**config.mk**
```make
export PLATFORM = sky130hd
export DESIGN_NAME = piton_core_wakeup_ctrl_flat
export DESIGN_NICKNAME = d
export VERILOG_FILES = /design/src/rtl/piton_core_wakeup_ctrl_if.sv /design/src/rtl/piton_core_wakeup_ctrl.sv /design/src/flat_wrapper.sv
export SDC_FILE = /design/constraint.sdc
export NUM_CORES = 1
export LEC_CHECK = 0
export CAP_MARGIN = 30
export CELL_PAD_IN_SITES_DETAIL_PLACEMENT = 1
export CELL_PAD_IN_SITES_GLOBAL_PLACEMENT = 2
export CORE_UTILIZATION = 25
export DETAILED_ROUTE_END_ITERATION = 10
export HOLD_SLACK_MARGIN = 0.15
export PLACE_DENSITY = 0.57
export SETUP_SLACK_MARGIN = 0.3
export SYNTH_ARGS = -nofsm -noshare
export SYNTH_HDL_FRONTEND = slang
export SYNTH_SLANG_ARGS = --single-unit
```
**constraint.sdc**
```tcl
create_clock -name clk_i -period 2 [get_ports clk_i]
set_input_delay 0.4 -clock clk_i [delete_from_list [all_inputs] [get_ports clk_i]]
set_output_delay 0.4 -clock clk_i [all_outputs]
set_load 0.02 [all_outputs]
```
**src/rtl/piton_core_wakeup_ctrl_if.sv**
```systemverilog
// Signal bundle between the tile reset/interrupt side and the core wake-up
// controller. The master side drives the wake/soft-reset requests and the raw
// interrupt lines. The slave side, which is the controller, returns the
// synchronised core reset and the gated interrupts.
// Optional: WAKEUP_BYPASS_EN adds wake_bypass_i, which skips the SRAM-init wait.
interface piton_core_wakeup_ctrl_if #(
    parameter int NrIrqLines = 2
);
`ifdef WAKEUP_BYPASS_EN
    logic                  wake_bypass_i;
`endif
    logic                  wake_req_i;
    logic                  soft_rst_req_i;
    logic [NrIrqLines-1:0] irq_i;
    logic                  ipi_i;
    logic                  time_irq_i;
    logic                  debug_req_i;
    logic                  spc_grst_l;
    logic [NrIrqLines-1:0] irq_o;
    logic                  ipi_o;
    logic                  time_irq_o;
    logic                  debug_req_o;
    logic [2:0]            state_o;

    modport master (
`ifdef WAKEUP_BYPASS_EN
        output wake_bypass_i,
`endif
        output wake_req_i,
        output soft_rst_req_i,
        output irq_i,
        output ipi_i,
        output time_irq_i,
        output debug_req_i,
        input  spc_grst_l,
        input  irq_o,
        input  ipi_o,
        input  time_irq_o,
        input  debug_req_o,
        input  state_o
    );

    modport slave (
`ifdef WAKEUP_BYPASS_EN
        input  wake_bypass_i,
`endif
        input  wake_req_i,
        input  soft_rst_req_i,
        input  irq_i,
        input  ipi_i,
        input  time_irq_i,
        input  debug_req_i,
        output spc_grst_l,
        output irq_o,
        output ipi_o,
        output time_irq_o,
        output debug_req_o,
        output state_o
    );
endinterface

```
**src/rtl/piton_core_wakeup_ctrl.sv**
```systemverilog
// Core wake-up, reset-release and interrupt-synchronisation controller.
// The controller holds the core in reset while the tile SRAMs initialise.
// It can optionally wait for an L15 wake-up pulse. It then releases a
// synchronised core reset (spc_grst_l), supports soft-reset re-entry from RUN,
// and synchronises the interrupt lines and gates them with the core reset.
// Optional: define WAKEUP_BYPASS_EN to add wake_bypass_i. This input treats the
// SRAM-init counter as expired while it is high.
module piton_core_wakeup_ctrl #(
    parameter int WakeCntWidth    = 16,
    parameter int WakeMode        = 0,
    parameter int SyncStages      = 2,
    parameter int NrIrqLines      = 2,
    parameter int ResetHoldCycles = 16
) (
    input logic                     clk_i,
    input logic                     reset_l,
    piton_core_wakeup_ctrl_if.slave bus
);

    localparam logic [2:0] WAIT_SRAM = 3'd0;
    localparam logic [2:0] WAIT_WAKE = 3'd1;
    localparam logic [2:0] RUN       = 3'd2;
    localparam logic [2:0] SOFT_RST  = 3'd3;

    localparam int                     IrqW    = NrIrqLines + 3;
    localparam logic [WakeCntWidth-1:0] CntOne  = WakeCntWidth'(1);
    localparam logic [WakeCntWidth-1:0] HoldCnt = WakeCntWidth'(ResetHoldCycles);

    logic [2:0]              state_q, state_d;
    logic [WakeCntWidth-1:0] cnt_q, cnt_d;
    logic                    wake_q;
    logic                    wake_seen;
    logic                    cnt_expired;
    logic                    sram_done;
    logic                    rst_gate;
    logic [SyncStages-1:0]   grst_sync_q;
    logic [IrqW-1:0]         irq_sync_q [SyncStages];
    logic [IrqW-1:0]         irq_gated;

`ifdef WAKEUP_BYPASS_EN
    assign cnt_expired = cnt_q[WakeCntWidth-1] | bus.wake_bypass_i;
`else
    assign cnt_expired = cnt_q[WakeCntWidth-1];
`endif

    // In wake-pulse-only mode the SRAM wait is skipped entirely.
    assign sram_done = (WakeMode == 1) ? 1'b1 : cnt_expired;
    // A pulse arriving in the same cycle as the decision counts immediately.
    assign wake_seen = wake_q | bus.wake_req_i;
    assign rst_gate  = (state_q == RUN);

    // Next-state and counter update for the wake-up sequencer.
    always_comb begin
        state_d = state_q;
        cnt_d   = cnt_q;
        unique case (state_q)
            WAIT_SRAM: begin
                if (!cnt_q[WakeCntWidth-1]) begin
                    cnt_d = cnt_q + CntOne;
                end
                if (sram_done) begin
                    if ((WakeMode == 0) || wake_seen) begin
                        state_d = RUN;
                    end else begin
                        state_d = WAIT_WAKE;
                    end
                end
            end
            WAIT_WAKE: begin
                if (wake_seen) begin
                    state_d = RUN;
                end
            end
            RUN: begin
                if (bus.soft_rst_req_i) begin
                    state_d = SOFT_RST;
                    cnt_d   = '0;
                end
            end
            SOFT_RST: begin
                if (cnt_q == HoldCnt) begin
                    state_d = RUN;
                end else begin
                    cnt_d = cnt_q + CntOne;
                end
            end
            default: begin
                state_d = WAIT_SRAM;
                cnt_d   = '0;
            end
        endcase
    end

    // State and counter registers.
    always_ff @(posedge clk_i or negedge reset_l) begin
        if (!reset_l) begin
            state_q <= WAIT_SRAM;
            cnt_q   <= '0;
        end else begin
            state_q <= state_d;
            cnt_q   <= cnt_d;
        end
    end

    // Sticky wake flag: only the states before the first RUN can record a pulse.
    always_ff @(posedge clk_i or negedge reset_l) begin
        if (!reset_l) begin
            wake_q <= 1'b0;
        end else if (bus.wake_req_i && ((state_q == WAIT_SRAM) || (state_q == WAIT_WAKE))) begin
            wake_q <= 1'b1;
        end
    end

    // Core reset release passes through a synchroniser chain.
    always_ff @(posedge clk_i or negedge reset_l) begin
        if (!reset_l) begin
            grst_sync_q <= '0;
        end else begin
            grst_sync_q <= {grst_sync_q[SyncStages-2:0], rst_gate};
        end
    end

    // Interrupt synchronisers. All lines share one chain of equal depth.
    always_ff @(posedge clk_i or negedge reset_l) begin
        if (!reset_l) begin
            for (int i = 0; i < SyncStages; i++) begin
                irq_sync_q[i] <= '0;
            end
        end else begin
            irq_sync_q[0] <= {bus.debug_req_i, bus.time_irq_i, bus.ipi_i, bus.irq_i};
            for (int i = 1; i < SyncStages; i++) begin
                irq_sync_q[i] <= irq_sync_q[i-1];
            end
        end
    end

    // Interrupts are held off while the core is in reset.
    assign irq_gated = irq_sync_q[SyncStages-1] & {IrqW{grst_sync_q[SyncStages-1]}};

    assign bus.spc_grst_l  = grst_sync_q[SyncStages-1];
    assign bus.irq_o       = irq_gated[NrIrqLines-1:0];
    assign bus.ipi_o       = irq_gated[NrIrqLines];
    assign bus.time_irq_o  = irq_gated[NrIrqLines+1];
    assign bus.debug_req_o = irq_gated[NrIrqLines+2];
    assign bus.state_o     = state_q;

endmodule
```
**src/flat_wrapper.sv**
```systemverilog
// flat-port wrapper written by rule: the top's interface ports become plain ports
module piton_core_wakeup_ctrl_flat 
#(
    parameter int WakeCntWidth    = 16,
    parameter int WakeMode        = 0,
    parameter int SyncStages      = 2,
    parameter int NrIrqLines      = 2,
    parameter int ResetHoldCycles = 16
)
  (clk_i, reset_l, bus_wake_req_i, bus_soft_rst_req_i, bus_irq_i, bus_ipi_i, bus_time_irq_i, bus_debug_req_i, bus_spc_grst_l, bus_irq_o, bus_ipi_o, bus_time_irq_o, bus_debug_req_o, bus_state_o);
  piton_core_wakeup_ctrl_if #(.NrIrqLines(NrIrqLines)) bus_i ();
  input logic clk_i;
  input logic reset_l;
  input wire logic [$bits(bus_i.wake_req_i)-1:0] bus_wake_req_i;
  input wire logic [$bits(bus_i.soft_rst_req_i)-1:0] bus_soft_rst_req_i;
  input wire logic [$bits(bus_i.irq_i)-1:0] bus_irq_i;
  input wire logic [$bits(bus_i.ipi_i)-1:0] bus_ipi_i;
  input wire logic [$bits(bus_i.time_irq_i)-1:0] bus_time_irq_i;
  input wire logic [$bits(bus_i.debug_req_i)-1:0] bus_debug_req_i;
  output wire logic [$bits(bus_i.spc_grst_l)-1:0] bus_spc_grst_l;
  output wire logic [$bits(bus_i.irq_o)-1:0] bus_irq_o;
  output wire logic [$bits(bus_i.ipi_o)-1:0] bus_ipi_o;
  output wire logic [$bits(bus_i.time_irq_o)-1:0] bus_time_irq_o;
  output wire logic [$bits(bus_i.debug_req_o)-1:0] bus_debug_req_o;
  output wire logic [$bits(bus_i.state_o)-1:0] bus_state_o;
  assign bus_i.wake_req_i = bus_wake_req_i;
  assign bus_i.soft_rst_req_i = bus_soft_rst_req_i;
  assign bus_i.irq_i = bus_irq_i;
  assign bus_i.ipi_i = bus_ipi_i;
  assign bus_i.time_irq_i = bus_time_irq_i;
  assign bus_i.debug_req_i = bus_debug_req_i;
  assign bus_spc_grst_l = bus_i.spc_grst_l;
  assign bus_irq_o = bus_i.irq_o;
  assign bus_ipi_o = bus_i.ipi_o;
  assign bus_time_irq_o = bus_i.time_irq_o;
  assign bus_debug_req_o = bus_i.debug_req_o;
  assign bus_state_o = bus_i.state_o;
  piton_core_wakeup_ctrl #(.WakeCntWidth(WakeCntWidth), .WakeMode(WakeMode), .SyncStages(SyncStages), .NrIrqLines(NrIrqLines), .ResetHoldCycles(ResetHoldCycles)) u_core (.clk_i(clk_i), .reset_l(reset_l), .bus(bus_i));
endmodule
```
==> results of run 1 <==
## power groups by stage
| stage | registers, mW | clock network [mW] | logic, mW |
|---|---|---|---|
| 4_1_cts | 0.763 | 0.692 | 1.37 |
| 3_5_place_dp | 0.772 | 0 | 1.17 |
| 3_3_place_gp | 0.767 | 0 | 1.15 |
| 2_1_floorplan | 0.790 | 0 | 0.687 |
| 5_1_grt | 0.782 | 0.716 | 1.62 |
| 6_report | 0.767 | 0.669 | 1.49 |
## logic make-up after synthesis
kind of cell,count (synthesis),share of synthesized area [%]
fa+ha+maj,8,5.852
simple gates,59,23.41
compound gates,36,15.14
flops,31,45.35
other cells,1,0.2192
buf+inv,19,5.560
mux,7,4.462
## cell usage in the layout, fill, tap and decap left out, types with 3 or more instances in the layout
| cell | count |
|---|---|
| and2_1 | 6 |
| nand3_1 | 8 |
| buf_6 | 4 |
| dlygate4sd2_1 | 8 |
| mux2i_1 | 5 |
| dfrtp_2 | 6 |
| inv_2 | 3 |
| ha_4 | 4 |
| clkdlybuf4s50_1 | 8 |
| and3_1 | 3 |
| inv_1 | 5 |
| dfrtp_1 | 25 |
| nand2b_1 | 5 |
| nand4_1 | 7 |
| nand2_1 | 6 |
| nor4b_2 | 3 |
| o22ai_1 | 3 |
| o21ai_0 | 4 |
| a211oi_1 | 7 |
| ha_2 | 3 |
| clkbuf_8 | 6 |
| buf_4 | 37 |
## how the worst min path moves through the flow
| stage | startpoint | to | slack, ns |
|---|---|---|---|
| after global routing | u_core.irq_sync_q[9] | u_core.irq_sync_q[4] | 0.36 |
| final | u_core.irq_sync_q[9] | u_core.irq_sync_q[4] | 0.35 |
| after global placement | u_core.irq_sync_q[8] | u_core.irq_sync_q[3] | 0.33 |
| after detailed placement | u_core.irq_sync_q[7] | u_core.irq_sync_q[2] | 0.34 |
| after CTS | u_core.irq_sync_q[7] | u_core.irq_sync_q[2] | 0.35 |
| after floorplan | reset_l | u_core.bus.state_o[0] | 0.10 |
## flip-flops by register name, indices dropped and copies added, names as in the netlist
| name | cells |
|---|---|
| u_core.bus.state_o | 2 |
| u_core.irq_sync_q | 10 |
| u_core.grst_sync_q | 2 |
| u_core.cnt_q | 16 |
| u_core.wake_q | 1 |
## critical path, stage by stage (launching register included)
cell	delay, ns
dfrtp_2	0.44
inv_2	0.08
ha_4	0.12
nor4b_4	0.31
a41oi_2	0.15
a2111o_1	0.37
mux2_4	0.31
## through the flow
step	area, um^2	utilization [%]
6_report	2525	39.09
2_1_floorplan	1734	-
3_5_place_dp	2137	33.09
4_1_cts	2409	37.29
3_3_place_gp	2137	33.09
5_1_grt	2525	39.09
## repair_timing
action | in CTS | in global routing
pin swaps | 1 | 8
gates cloned | 1 | 0
resized for setup | 33 | 20
hold buffers | 0 | 0
buffers inserted | 8 | 5
setup endpoints to repair | 26 | 18
## cell type report
class / count / area (um^2)
Sequential cell: 31 / 783.3
Clock buffer: 6 / 82.58
Timing Repair Buffer: 58 / 478.0
Clock inverter: 2 / 35.03
Tap cell: 77 / 96.34
Fill cell: 731 / 3934
Inverter: 10 / 42.54
Multi-Input combinational cell: 111 / 1007
## metal layers
layer | vias up | routed length [um] | global-route usage (%)
met3 | 8 | 121 | 4.916
met1 | 778 | 2401 | 19.91
li1 | 714 | - | -
met5 | - | 0 | 0
met4 | 0 | 80 | 5.393
met2 | 19 | 2626 | 26.98
==> results.tsv, run 1 <==
stage	metric	value	unit
routing	DR WL/cell	17.73	um
setup_path	crit path launch type	flop	
synth	dominant synthesized flop cell	dfrtp_1	
setup_path	CP Max Fanout	5	
routing	vias per cell	5.149	
clock_tree	CTS tree	built	
setup_path	CP Launch Point	u_core.cnt_q[0]	
setup_path	Reg2Reg Setup Slack	0.10	ns
die	Die Width	84.72	um
synth	synthesized area	1710	um^2
power	maximum vdd drop	0.0008269	V
synth	largest area contributor in the netlist	dfrtp_1	
setup_path	CP endpoint kind	flop	
clock_tree	TritonCTS Buffers	5	
synth	Commonest cells post-synth	dfrtp_1, inv_1, nand3_1	
global_routing	largest net degree at the start of global routing	32	
clock_tree	clk slew on worst S/H paths	0.08	ns
timing	Min Clock Period, post-route	1.895	ns
timing	Final Setup Violations	0	
synth	top cells by area, synth	dfrtp_1, ha_1, a211oi_1, mux2i_1, nand3_1	
placed_design	Placed Cells	273	
setup_path	critical path type	flop to flop	
synth	most common cell in the netlist	dfrtp_1	
clock_tree	H-tree levels	2	
synth	Synth Instances	161	
setup_path	reg2reg path depth	6	
power	Psw	1.085	mW
global_routing	first-pass GRT wire length	8.887	mm
clock_tree	Sink Count	31	
placed_design	Final GP Congestion	0.7472	
routing	final wirelength	5.230	mm
die	io pins	18	
synth	top-area cell type share of the netlist area	45.35	%
die	Die ar.	7177	um^2
power	Reg power frac	26.2	%
global_routing	gr ovfl total	0	
timing	Max Slew Vio Count	0	
placed_design	pre-CTS setup slack	-0.1261	ns
synth	ys async rst share	100.0	%
setup_path	worst reg2reg path startpoint	u_core.cnt_q[0]	
hold_path	HP Class	flop to flop	
timing	final hold slack	0.3475	ns
synth	Netlist cell types	44	
clock_tree	Longest Clk Path Bufs	2	
clock_tree	Worst-Skew Late Latency	0.30	ns
power	Clk pwr share	22.9	%
power	Comb pwr share	50.9	%
timing	RSZ-0062 raised after global routing	true	
timing	setup TNS	0	ns
die	core area	6459	um^2
die	Initial Utilization	26.48	%
synth	Ys Warns	0	
die	Die Y-Extent	84.72	um
setup_path	end of the critical path	u_core.bus.state_o[0]	
timing	Final Hold Fails	0	
die	row cnt	29	
placed_design	placed wire-length estimate	3.445	mm
status	outcome	finished, final reports clean	
layout	ant diodes	0	
power	Pint	1.842	mW
synth	post-synth net total	178	
layout	Area Growth Syn to Fin	47.62	%
layout	fraction of layout cells with a size suffix above 1	42.66	%
synth	sequential share of the synthesized area	45.35	%
power	pwr dens	1159	nW/um^2
timing	f_max	0.5277	GHz
setup_path	R2R Path End	u_core.bus.state_o[0]	
synth	Post-synth EDFFs	0	
synth	Avg Inst Size Synth	10.62	um^2
global_routing	number of global-route vias before repair	1693	
routing	number of remaining DRC errors	0	
layout	Total Nets Final	234	
job	max_cap viols	0	
placed_design	PortBufs	16	
power	switching share of power	37.06	%
timing	Final WS setup	0.1049	ns
routing	1st-iter DRT viols	57	
setup_path	Worst EP required	2.19	ns
global_routing	antenna violations before repair	0	
routing	via count	1519	
hold_path	Hold Crit Depth	0	
layout	Finished Layout Cells	295	
setup_path	critical path arrival	2.08	ns
routing	DR pass1 iterations	6	
timing	Setup Skew	0.008309	ns
clock_tree	Root Buffer Master	clkbuf_8	
global_routing	GRT Total Usage	16.17	%
timing	period utilisation layout	94.75	%
routing	Final ANT Viol Nets	0	
power	Power, Total	2.927	mW
power	P_leak	1.038	nW
synth	Yosys reg bits	31	
(Power assumes the default switching activity.)
==> run 2: changes to the inputs <==
SLEW_MARGIN = 5   (was not set)
==> results of run 2 <==
Same layout as run 1: the final DEF is identical, and so are final timing and power.
==> run 3: changes to the inputs <==
REMOVE_ABC_BUFFERS = 1   (was not set)
==> run 3 against run 2 <==
The flow now finishes with violations (DRC). Power increased by 2.8%. Cell count increased by 4.7%. Sequential cell count unchanged. First-iteration DRC count decreased by 21%. Clock-buffer cell count unchanged. Clock power decreased by 24%.
==> results.tsv, run 3 (synthesis results as in run 1) <==
stage	metric	value	unit	change
die	Die Y-Extent	84.72	um	unchanged
die	Initial Utilization	26.48	%	unchanged
setup_path	critical path arrival	2.12	ns	was 2.08 ns
status	outcome	complete, but fails checks		was finished, final reports clean
die	io pins	18		unchanged
routing	DR pass1 iterations	7		was 6
routing	DR WL/cell	17.78	um	was 17.73 um
timing	Min Clock Period, post-route	1.915	ns	was 1.895 ns
power	Reg power frac	25.3	%	was 26.2%
power	Psw	1.148	mW	was 1.085 mW
routing	final wirelength	5.493	mm	was 5.230 mm
power	Comb pwr share	57.7	%	was 50.9%
layout	ant diodes	0		unchanged
power	switching share of power	38.17	%	was 37.06%
setup_path	reg2reg path depth	6		unchanged
layout	area of the multi-input gates	1101	um^2	was 1007 um^2
setup_path	CP endpoint kind	flop		unchanged
timing	period utilisation layout	95.77	%	was 94.75%
layout	Area Growth Syn to Fin	59.25	%	was 47.62%
timing	Setup Skew	0.004988	ns	was 0.008309 ns
placed_design	PortBufs	16		unchanged
routing	via count	1596		was 1519
hold_path	hold path startpoint	u_core.irq_sync_q[5]		was u_core.irq_sync_q[9]
setup_path	Worst EP required	2.21	ns	was 2.19 ns
setup_path	Reg2Reg Setup Slack	0.08	ns	was 0.10 ns
global_routing	largest net degree at the start of global routing	32		unchanged
power	Pint	1.860	mW	was 1.842 mW
power	P_leak	1.156	nW	was 1.038 nW
global_routing	GRT Total Usage	16.26	%	was 16.17%
layout	Finished Layout Cells	309		was 295
layout	Largest regs	u_core.cnt_q: 16 flops, u_core.irq_sync_q: 10 flops		unchanged
clock_tree	clk slew on worst S/H paths	0.07	ns	was 0.08 ns
clock_tree	Longest Clk Path Bufs	2		unchanged
die	row cnt	29		unchanged
layout	register area	783.3	um^2	unchanged
timing	Final Hold Fails	0		unchanged
setup_path	crit path launch type	flop		unchanged
placed_design	pre-CTS setup slack	-0.1549	ns	was -0.1261 ns
power	Clk pwr share	17.0	%	was 22.9%
die	Die ar.	7177	um^2	unchanged
timing	Max Slew Vio Count	0		unchanged
clock_tree	CTS tree	built		unchanged
placed_design	Placed Cells	276		was 273
clock_tree	Worst-Skew Late Latency	0.28	ns	was 0.30 ns
layout	largest register by flop count	u_core.cnt_q		unchanged
setup_path	R2R Path End	u_core.cnt_q[12]		was u_core.bus.state_o[0]
timing	Final Setup Violations	0		unchanged
global_routing	antenna violations before repair	0		unchanged
setup_path	critical path type	flop to flop		unchanged
layout	most frequent cells in the layout	buf_4, dfrtp_1, buf_6		was buf_4, dfrtp_1, nand3_1, clkdlybuf4s50_1, dlygate4sd2_1
hold_path	WHS Endpoint	u_core.irq_sync_q[0]		was u_core.irq_sync_q[4]
timing	RSZ-0062 raised after global routing	true		unchanged
hold_path	HP Class	flop to flop		unchanged
routing	Final ANT Viol Nets	0		unchanged
job	max_cap viols	0		unchanged
timing	Final WS setup	0.08460	ns	was 0.1049 ns
die	Die Width	84.72	um	unchanged
clock_tree	Root Buffer Master	clkbuf_8		unchanged
routing	vias per cell	5.165		was 5.149
layout	fraction of layout cells with a size suffix above 1	49.14	%	was 42.66%
placed_design	placed wire-length estimate	3.713	mm	was 3.445 mm
global_routing	first-pass GRT wire length	8.866	mm	was 8.887 mm
routing	1st-iter DRT viols	45		was 57
layout	fill count	714		was 731
clock_tree	H-tree levels	2		unchanged
power	pwr dens	1104	nW/um^2	was 1159 nW/um^2
power	maximum vdd drop	0.0003128	V	was 0.0008269 V
timing	f_max	0.5221	GHz	was 0.5277 GHz
die	core area	6459	um^2	unchanged
clock_tree	Sink Count	31		unchanged
global_routing	gr ovfl total	0		unchanged
setup_path	worst reg2reg path startpoint	u_core.bus.state_o[0]		was u_core.cnt_q[0]
timing	setup TNS	0	ns	unchanged
layout	most common cell after layout, fill and taps aside	buf_4		unchanged
status	failing checks	DRC		
hold_path	Hold Crit Depth	0		unchanged
routing	number of remaining DRC errors	3		was 0
layout	max reg flops	16		unchanged
layout	Total Nets Final	249		was 234
global_routing	number of global-route vias before repair	1744		was 1693
setup_path	CP Max Fanout	7		was 5
clock_tree	TritonCTS Buffers	5		unchanged
placed_design	Final GP Congestion	0.7647		was 0.7472
==> run 3: cell type report <==
cell class / count / area share (%)
Multi-Input combinational cell: 111 / 40.42
Sequential cell: 31 / 28.76
Timing Repair Buffer: 73 / 22.60
Tap cell: 77 / 3.537
Clock buffer: 6 / 3.032
Inverter: 10 / 1.470
Clock inverter: 1 / 0.1837
==> run 3: worst max-delay path: stages, from the launching register on <==
cell and delay (ns):
dfrtp_2 0.43, inv_4 0.07, ha_4 0.16, and2b_4 0.17, a211o_4 0.34, or4b_1 0.52
mux2i_1 0.15
==> run 3: repair_timing <==
action,in CTS,in global routing
setup endpoints to repair,26,18
gates cloned,1,0
hold buffers,0,0
endpoints found under the hold margin,0,0
buffers inserted,19,6
resized for setup,45,37
pin swaps,10,19
==> run 3: power by group through the flow <==
stage	combinational, mW	clock, mW	sequential (mW)
after CTS	1.51	0.527	0.753
after floorplan	0.624	0	0.781
after detailed placement	1.22	0	0.761
final	1.74	0.510	0.762
after global routing	1.87	0.565	0.778
after global placement	1.19	0	0.759
==> run 3: worst max-delay path by stage <==
| stage | start | endpoint | slack [ns] |
|---|---|---|---|
| CTS | u_core.bus.state_o[0] | u_core.cnt_q[12] | 0.07 |
| finish | u_core.bus.state_o[0] | u_core.cnt_q[12] | 0.08 |
| global route | u_core.bus.state_o[0] | u_core.cnt_q[10] | -0.003 |
| global placement | bus_soft_rst_req_i | u_core.cnt_q[12] | -0.09 |
| floorplan | u_core.bus.state_o[0] | u_core.cnt_q[10] | -0.40 |
| detailed placement | bus_soft_rst_req_i | u_core.cnt_q[12] | -0.15 |
==> run 3: through the flow <==
stage | util [%] | hold slack [ns] | area (um^2) | power, mW
global route | 42.17 | 0.3633 | 2724 | 3.209
global placement | 33.17 | 0.3359 | 2142 | 1.948
CTS | 38.76 | 0.3532 | 2504 | 2.795
finish | 42.17 | 0.3517 | 2724 | 3.008
detailed placement | 33.17 | 0.3378 | 2142 | 1.979
floorplan | - | 0.1044 | 1653 | 1.404
==> run 3: metal layers <==
metal / share of wire, % / track usage (%) / vias to the layer above
met5: 0 / 0 / -
met4: 1.0 / 4.622 / 0
met3: 2.6 / 3.638 / 7
met2: 53 / 29.71 / 19
met1: 44 / 19.01 / 818
li1: - / - / 752
